File: src/rtl/alarm_pkg.sv
// Shared types and limits for the daily alarm controller.
package alarm_pkg;

  typedef enum logic [1:0] {IDLE, ARMED, RINGING, SNOOZE} alarm_state_t;

  localparam logic [4:0] HRS_MAX = 5'd23;
  localparam logic [5:0] MIN_MAX = 6'd59;

endpackage

File: src/rtl/alarm_time_reg.sv
// Range-checked alarm-time register; a bad load is dropped and flagged for one cycle.
module alarm_time_reg
  import alarm_pkg::*;
(
  input  logic       clk,
  input  logic       rst,
  input  logic       set_en,
  input  logic [4:0] set_hrs,
  input  logic [5:0] set_min,
  output logic [4:0] al_hrs,
  output logic [5:0] al_min,
  output logic       set_err
);

  logic in_range;

  assign in_range = (set_hrs <= HRS_MAX) && (set_min <= MIN_MAX);

  // Load on a valid request, otherwise keep the old time and pulse set_err.
  always_ff @(posedge clk) begin
    if (rst) begin
      al_hrs  <= '0;
      al_min  <= '0;
      set_err <= 1'b0;
    end else begin
      set_err <= 1'b0;
      if (set_en) begin
        if (in_range) begin
          al_hrs <= set_hrs;
          al_min <= set_min;
        end else begin
          set_err <= 1'b1;
        end
      end
    end
  end

endmodule

File: src/rtl/alarm_ctrl.sv
// Daily alarm: arm/disarm, ring with timeout, limited snooze. One clk = one timer second.
module alarm_ctrl
  import alarm_pkg::*;
#(
  parameter int RING_SECS   = 60,
  parameter int SNOOZE_SECS = 300,
  parameter int MAX_SNOOZE  = 3
) (
  input  logic       clk,
  input  logic       rst,
  input  logic [4:0] hrs,
  input  logic [5:0] min,
  input  logic [5:0] sec,
  input  logic       set_en,
  input  logic [4:0] set_hrs,
  input  logic [5:0] set_min,
  input  logic       arm,
  input  logic       disarm,
  input  logic       stop,
  input  logic       snooze,
  output logic       ring,
  output logic       armed,
  output logic       snoozing,
  output logic [2:0] snooze_left,
  output logic       missed,
  output logic       set_err
);

  // One counter serves both ring and snooze durations, so it is sized for the longer one.
  localparam int CNT_MAX = (RING_SECS > SNOOZE_SECS) ? RING_SECS : SNOOZE_SECS;
  localparam int CW      = $clog2(CNT_MAX);
  localparam logic [CW-1:0] RING_LAST = CW'(RING_SECS - 1);
  localparam logic [CW-1:0] SNZ_LAST  = CW'(SNOOZE_SECS - 1);
  localparam logic [2:0]    SNZ_MAX   = 3'(MAX_SNOOZE);

  alarm_state_t  state, state_nxt;
  logic [CW-1:0] cnt, cnt_nxt;
  logic [2:0]    snz_cnt, snz_nxt;
  logic          missed_nxt;
  logic [4:0]    al_hrs;
  logic [5:0]    al_min;
  logic          match;

  alarm_time_reg u_time (
    .clk     (clk),
    .rst     (rst),
    .set_en  (set_en),
    .set_hrs (set_hrs),
    .set_min (set_min),
    .al_hrs  (al_hrs),
    .al_min  (al_min),
    .set_err (set_err)
  );

  // al_* still holds the pre-load value during a load cycle, so a match sees the old time.
  assign match = (hrs == al_hrs) && (min == al_min) && (sec == 6'd0);

  // Next state, counter and snooze bookkeeping; priority disarm > stop > snooze > match/timeout.
  always_comb begin
    state_nxt  = state;
    cnt_nxt    = cnt;
    snz_nxt    = snz_cnt;
    missed_nxt = 1'b0;
    case (state)
      IDLE: begin
        if (arm) state_nxt = ARMED;
      end
      ARMED: begin
        if (disarm)     state_nxt = IDLE;
        else if (match) state_nxt = RINGING;
      end
      RINGING: begin
        if (disarm)    state_nxt = IDLE;
        else if (stop) state_nxt = ARMED;
        else if (snooze && (snz_cnt < SNZ_MAX)) begin
          state_nxt = SNOOZE;
          snz_nxt   = snz_cnt + 3'd1;
          cnt_nxt   = '0;
        end else if (cnt == RING_LAST) begin
          state_nxt  = ARMED;
          missed_nxt = 1'b1;
        end else begin
          cnt_nxt = cnt + CW'(1);
        end
      end
      SNOOZE: begin
        if (disarm)    state_nxt = IDLE;
        else if (stop) state_nxt = ARMED;
        else if (cnt == SNZ_LAST) begin
          state_nxt = RINGING;
          cnt_nxt   = '0;
        end else begin
          cnt_nxt = cnt + CW'(1);
        end
      end
      default: state_nxt = IDLE;
    endcase
    // Leaving the ring/snooze cycle starts the next event fresh.
    if (state_nxt == IDLE || state_nxt == ARMED) begin
      cnt_nxt = '0;
      snz_nxt = '0;
    end
  end

  // State, counters and registered outputs decoded from the next state.
  always_ff @(posedge clk) begin
    if (rst) begin
      state       <= IDLE;
      cnt         <= '0;
      snz_cnt     <= '0;
      ring        <= 1'b0;
      armed       <= 1'b0;
      snoozing    <= 1'b0;
      missed      <= 1'b0;
      snooze_left <= SNZ_MAX;
    end else begin
      state       <= state_nxt;
      cnt         <= cnt_nxt;
      snz_cnt     <= snz_nxt;
      ring        <= (state_nxt == RINGING);
      armed       <= (state_nxt != IDLE);
      snoozing    <= (state_nxt == SNOOZE);
      missed      <= missed_nxt;
      snooze_left <= SNZ_MAX - snz_nxt;
    end
  end

endmodule

File: config.mk
export PLATFORM = sky130hd
export DESIGN_NAME = alarm_ctrl
export DESIGN_NICKNAME = d
export VERILOG_FILES = /design/src/rtl/alarm_pkg.sv /design/src/rtl/alarm_time_reg.sv /design/src/rtl/alarm_ctrl.sv
export SDC_FILE = /design/constraint.sdc
export NUM_CORES = 1
export LEC_CHECK = 0
export CORE_MARGIN = 2
export CORE_UTILIZATION = 42
export DETAILED_ROUTE_END_ITERATION = 6
export GPL_ROUTABILITY_DRIVEN = 0
export PLACE_DENSITY = 0.85
export REMOVE_ABC_BUFFERS = 1
export SETUP_SLACK_MARGIN = 0.05
export SLEW_MARGIN = 20
export SYNTH_ARGS = -nofsm -noshare
export SYNTH_HDL_FRONTEND = slang
export SYNTH_SLANG_ARGS = --single-unit
File: constraint.sdc
create_clock -name clk -period 1.71 [get_ports clk]
set_clock_uncertainty 0.05 [all_clocks]
set_input_delay 0.2565 -clock clk [delete_from_list [all_inputs] [get_ports clk]]
set_output_delay 0.2565 -clock clk [all_outputs]
set_load 0.01 [all_outputs]
==> PnR_summary.wiki <==
{| class="wikitable"
! Metric !! Value
|-
| Status || finished with violations
|-
| Violated checks || negative setup slack
|-
| Leading post-synthesis cells by cell area || sky130_fd_sc_hd__dfxtp_1, sky130_fd_sc_hd__xnor2_1, sky130_fd_sc_hd__mux2i_1
|-
| CTS Buf Count || 5
|-
| Number of distinct library cells after synthesis || 41
|-
| Post-route ant nets || 0
|-
| Antenna violations before repair || 0
|-
| Final Hold Violating Endpoints || 0
|-
| Post-placement worst setup slack || -0.530 ns
|-
| Cell breakdown of the critical path || or4b_4, a2111oi_4, buf_4, nor4b_2, o21ai_2, buf_6, nor2_1
|-
| Kind of cell adding the most delay to the critical path || simple AND/OR/NAND/NOR gates
|-
| Leakage power summed over all cells || 0.915 nW
|-
| CTS max path bufs || 2
|-
| Area of the core region || roughly 3400 um2
|-
| Cell area reported after detailed placement || 2200 um2
|-
| Number of storage elements in the synthesis netlist || 32
|-
| Reg-to-reg startpoint || cnt[2]$_SDFFE_PP0P_
|-
| Post-synthesis average cell area || 9.36 um2
|-
| Iteration-0 DRC count of the detailed router || 42
|-
| Post-route clock period utilization || 111%
|-
| Number of synthesis warnings || 0
|-
| Sequential cell area fraction in the yosys report || 42.8%
|-
| Longest individual stage delay on the worst path || 0.57 ns
|-
| WL/cell || between 10 and 15 um
|-
| Input/output buffers || 42
|-
| Post-layout min period || 1.90 ns
|-
| CP endpoint kind || flop
|-
| Worst path bufs/invs || 2
|-
| Number of fill cells in the layout || 258
|-
| Max Clk Rate || 527 MHz
|-
| Standard cell with the maximum stage delay on the critical path || sky130_fd_sc_hd__or4b_4
|-
| Floorplan die area || 4060 um2
|-
| Worst endpoint data arrival time || between 2 and 2.5 ns
|-
| Hold worst-path end || u_time.set_err$_SDFF_PP0_
|-
| Endpoints failing setup || 20
|-
| Total number of vias || ~1400
|-
| Count of TritonRoute iterations in the first routing pass || 4
|-
| Total Wirelength || about 3700 um
|-
| Row count || 21
|-
| Hold-critical path depth || 2
|-
| Leading register cell type out of synthesis || sky130_fd_sc_hd__dfxtp_1
|-
| Post-detailed-route via-to-cell ratio || ~5.0
|-
| Global-route wire length before repair || between 6000 and 7000 um
|-
| Cell chosen for the clock root || sky130_fd_sc_hd__clkbuf_4
|-
| Number of ports placed on the die boundary || 43
|-
| Critical path launch point type || flop
|-
| Area of all placed cells without fillers || 2360 um2
|-
| Source of the worst hold timing path || set_en
|-
| Worst Max-Slew Pin Slew || roughly 0.36 ns
|-
| Worst endpoint required time || 1.89 ns
|-
| Final antenna diode count || 0
|-
| Worst Hold Class || primary input to flop
|-
| Slew HR || roughly three quarters
|-
| MaxCap Viol Count || 0
|-
| Highest metal layer with signal wires || met4
|-
| Area occupied by registers || 643 um2
|-
| Biggest area consumer among synthesized cells || sky130_fd_sc_hd__dfxtp_1
|-
| Estimated wirelength of the detail-placed design || roughly 2800 um
|-
| DRC violation count after routing || 0
|-
| Total Power Consumption || 1.46 mW
|-
| Hold-fix buffers, CTS || 0
|-
| Endpoint of the worst-slack reg-to-reg timing path || cnt[6]$_SDFFE_PP0P_
|-
| Pin count of the biggest net entering global routing || 17
|-
| Share of the synthesized area in the top cell type || between 40% and 50%
|-
| Multi-input gate area || 868 um2
|-
| Post-synthesis to final-layout area growth || 57.6%
|-
| Initial core utilization || 44.2%
|-
| Count of flip-flops with a built-in enable after synthesis || 0
|-
| Clk_lat worst skew || 0.34 ns
|-
| Width of the die || 63.7 um
|-
| Number of global-route vias before repair || 1494
|-
| Cell count after synthesis || between 150 and 200
|-
| Nets@finish || 277
|-
| Clock slew seen by the registers of the worst setup and hold paths || 0.11 ns
|-
| Metal3 WL || 247 um
|-
| Minimum setup slack among reg-to-reg paths || -0.19 ns
|-
| Fraction of synthesis flops using an asynchronous set or reset pin || 0%
|-
| Final Slew Violations || 0
|-
| Setup repair after global routing missed its margin || true
|-
| Setup tns final || -2.83 ns
|-
| Critical path fanouts, max || 8
|-
| Cell area after synthesis || 1500 um2
|-
| Die Height || 63.7 um
|-
| Total global routing track utilization || about a fifth
|-
| Worst Reg2Reg Path Length in Cells || 7
|-
| Total power density per cell area || 620 nW/um2
|-
| Remaining global-route overflow || 0
|-
| Layout cells sized above 1 || 24.9%
|-
| Final setup slack of the worst path || -0.189 ns
|-
| Type of the setup path with the least slack || flop to flop
|-
| Highest ir drop seen on vdd || about 0.0004 V
|-
| Routed wl met2 || 1890 um
|-
| CTS tree || done
|-
| Number of sinks on the clock net || 32
|-
| Detailed-routing wirelength on met1 || roughly 1500 um
|-
| Inst Count DP || 276
|-
| Non-filler cells in the finished layout || 287
|-
| Number of levels the H-tree was split into || 2
|}
==> worst max-delay path by stage <==
stage | startpoint | end | cells after the start | slack (ns)
6_report | cnt[2]$_SDFFE_PP0P_ | cnt[6]$_SDFFE_PP0P_ | 7 | -0.19
2_1_floorplan | cnt[6]$_SDFFE_PP0P_ | armed$_SDFF_PP0_ | 5 | -0.15
3_3_place_gp | sec[1] | armed$_SDFF_PP0_ | 6 | -0.41
3_5_place_dp | sec[1] | armed$_SDFF_PP0_ | 6 | -0.53
5_1_grt | cnt[2]$_SDFFE_PP0P_ | cnt[0]$_SDFFE_PP0P_ | 7 | -0.26
4_1_cts | cnt[2]$_SDFFE_PP0P_ | armed$_SDFF_PP0_ | 5 | -0.21
==> routing by layer <==
metal | track usage (%) | vias up
met1 | 21.5 | 643
met4 | 10.1 | 0
met3 | 5.89 | 14
met2 | 35.7 | 66
li1 | - | 715
met5 | 0 | -
==> layout make-up <==
type,instances,area share (%)
multi-input combinational,121,36.8
timing repair buffer,78,30.4
sequential,32,27.3
tap,46,2.44
clock buffer,6,2.17
clock inverter,2,0.636
inverter,2,0.318
==> per-stage QoR <==
stage	util, %	hold WS [ns]
floorplan	-	0.279
detailed placement	64.9	0.443
global route	69.6	0.476
global placement	64.9	0.434
CTS	68.8	0.452
finish	69.6	0.472
==> synthesized netlist by cell type (3+ instances only) <==
cell type / number
sky130_fd_sc_hd__mux2i_1: 12
sky130_fd_sc_hd__nand3_1: 3
sky130_fd_sc_hd__nand4_1: 5
sky130_fd_sc_hd__clkbuf_1: 3
sky130_fd_sc_hd__nand2_1: 9
sky130_fd_sc_hd__nor2b_1: 3
sky130_fd_sc_hd__dfxtp_1: 32
sky130_fd_sc_hd__nor2_1: 30
sky130_fd_sc_hd__xnor2_1: 15
sky130_fd_sc_hd__a21oi_1: 4
sky130_fd_sc_hd__nor3b_1: 3
sky130_fd_sc_hd__xor2_1: 4
==> sequential cells by signal, summed over array words and instances (netlist names), 2 cells and up <==
name           count
cnt                9
state              2
u_time.al_hrs      5
snz_cnt            2
u_time.al_min      6
snooze_left        3
==> cells in the final DEF (no fill, tap or decap), types with 2 or more instances in the layout <==
master and n:
sky130_fd_sc_hd__ha_1 2, sky130_fd_sc_hd__nor2_2 4, sky130_fd_sc_hd__or2_1 2, sky130_fd_sc_hd__a21oi_2 2
sky130_fd_sc_hd__nand4b_1 2, sky130_fd_sc_hd__mux2i_1 12, sky130_fd_sc_hd__dfxtp_2 2, sky130_fd_sc_hd__inv_1 2
sky130_fd_sc_hd__clkdlybuf4s50_1 42, sky130_fd_sc_hd__xor2_1 4, sky130_fd_sc_hd__nand2_1 9, sky130_fd_sc_hd__a21oi_1 2
sky130_fd_sc_hd__clkbuf_4 5, sky130_fd_sc_hd__dfxtp_1 30, sky130_fd_sc_hd__buf_4 29, sky130_fd_sc_hd__xnor2_1 15
sky130_fd_sc_hd__nor3b_1 2, sky130_fd_sc_hd__buf_6 7, sky130_fd_sc_hd__a31oi_1 2, sky130_fd_sc_hd__nor2b_1 3
sky130_fd_sc_hd__nor2_1 27, sky130_fd_sc_hd__nand3_1 3, sky130_fd_sc_hd__nand4_1 5, sky130_fd_sc_hd__clkinvlp_4 2
sky130_fd_sc_hd__nor3_1 2, sky130_fd_sc_hd__nand2b_1 2
==> report_power, final <==
| part | switching, mW | internal (mW) |
|---|---|---|
| Clock | 0.275 | 0.200 |
| Sequential | 0.0163 | 0.766 |
| Combinational | 0.0723 | 0.135 |
| Total | 0.363 | 1.10 |
==> repair_timing <==
item,CTS,global route
buffers inserted,3,0
gates resized for setup,9,9
pin swaps,8,9
endpoints found under the setup margin,20,20
cloned,0,0
==> cell families (layout without fill, tap and decap cells) <==
logic type	after synthesis	after routing	share of synthesized area, %
AND/OR/NAND/NOR	74	74	26.1
flip-flops	32	32	42.8
XOR/XNOR	19	19	11.1
AO/OA/AOI/OAI	14	14	8.27
multiplexers	12	12	8.02
buffers and inverters	7	88	2.01
adder cells (fa/ha/maj)	2	2	1.67
==> worst register-to-register path, stage by stage (launching register included) <==
cell	delay, ns
sky130_fd_sc_hd__dfxtp_2	0.33
sky130_fd_sc_hd__or4b_4	0.57
sky130_fd_sc_hd__a2111oi_4	0.28
sky130_fd_sc_hd__buf_4	0.20
sky130_fd_sc_hd__nor4b_2	0.05
sky130_fd_sc_hd__o21ai_2	0.12
sky130_fd_sc_hd__buf_6	0.14
sky130_fd_sc_hd__nor2_1	0.05
Note: power is estimated with default switching activity, not from simulation.
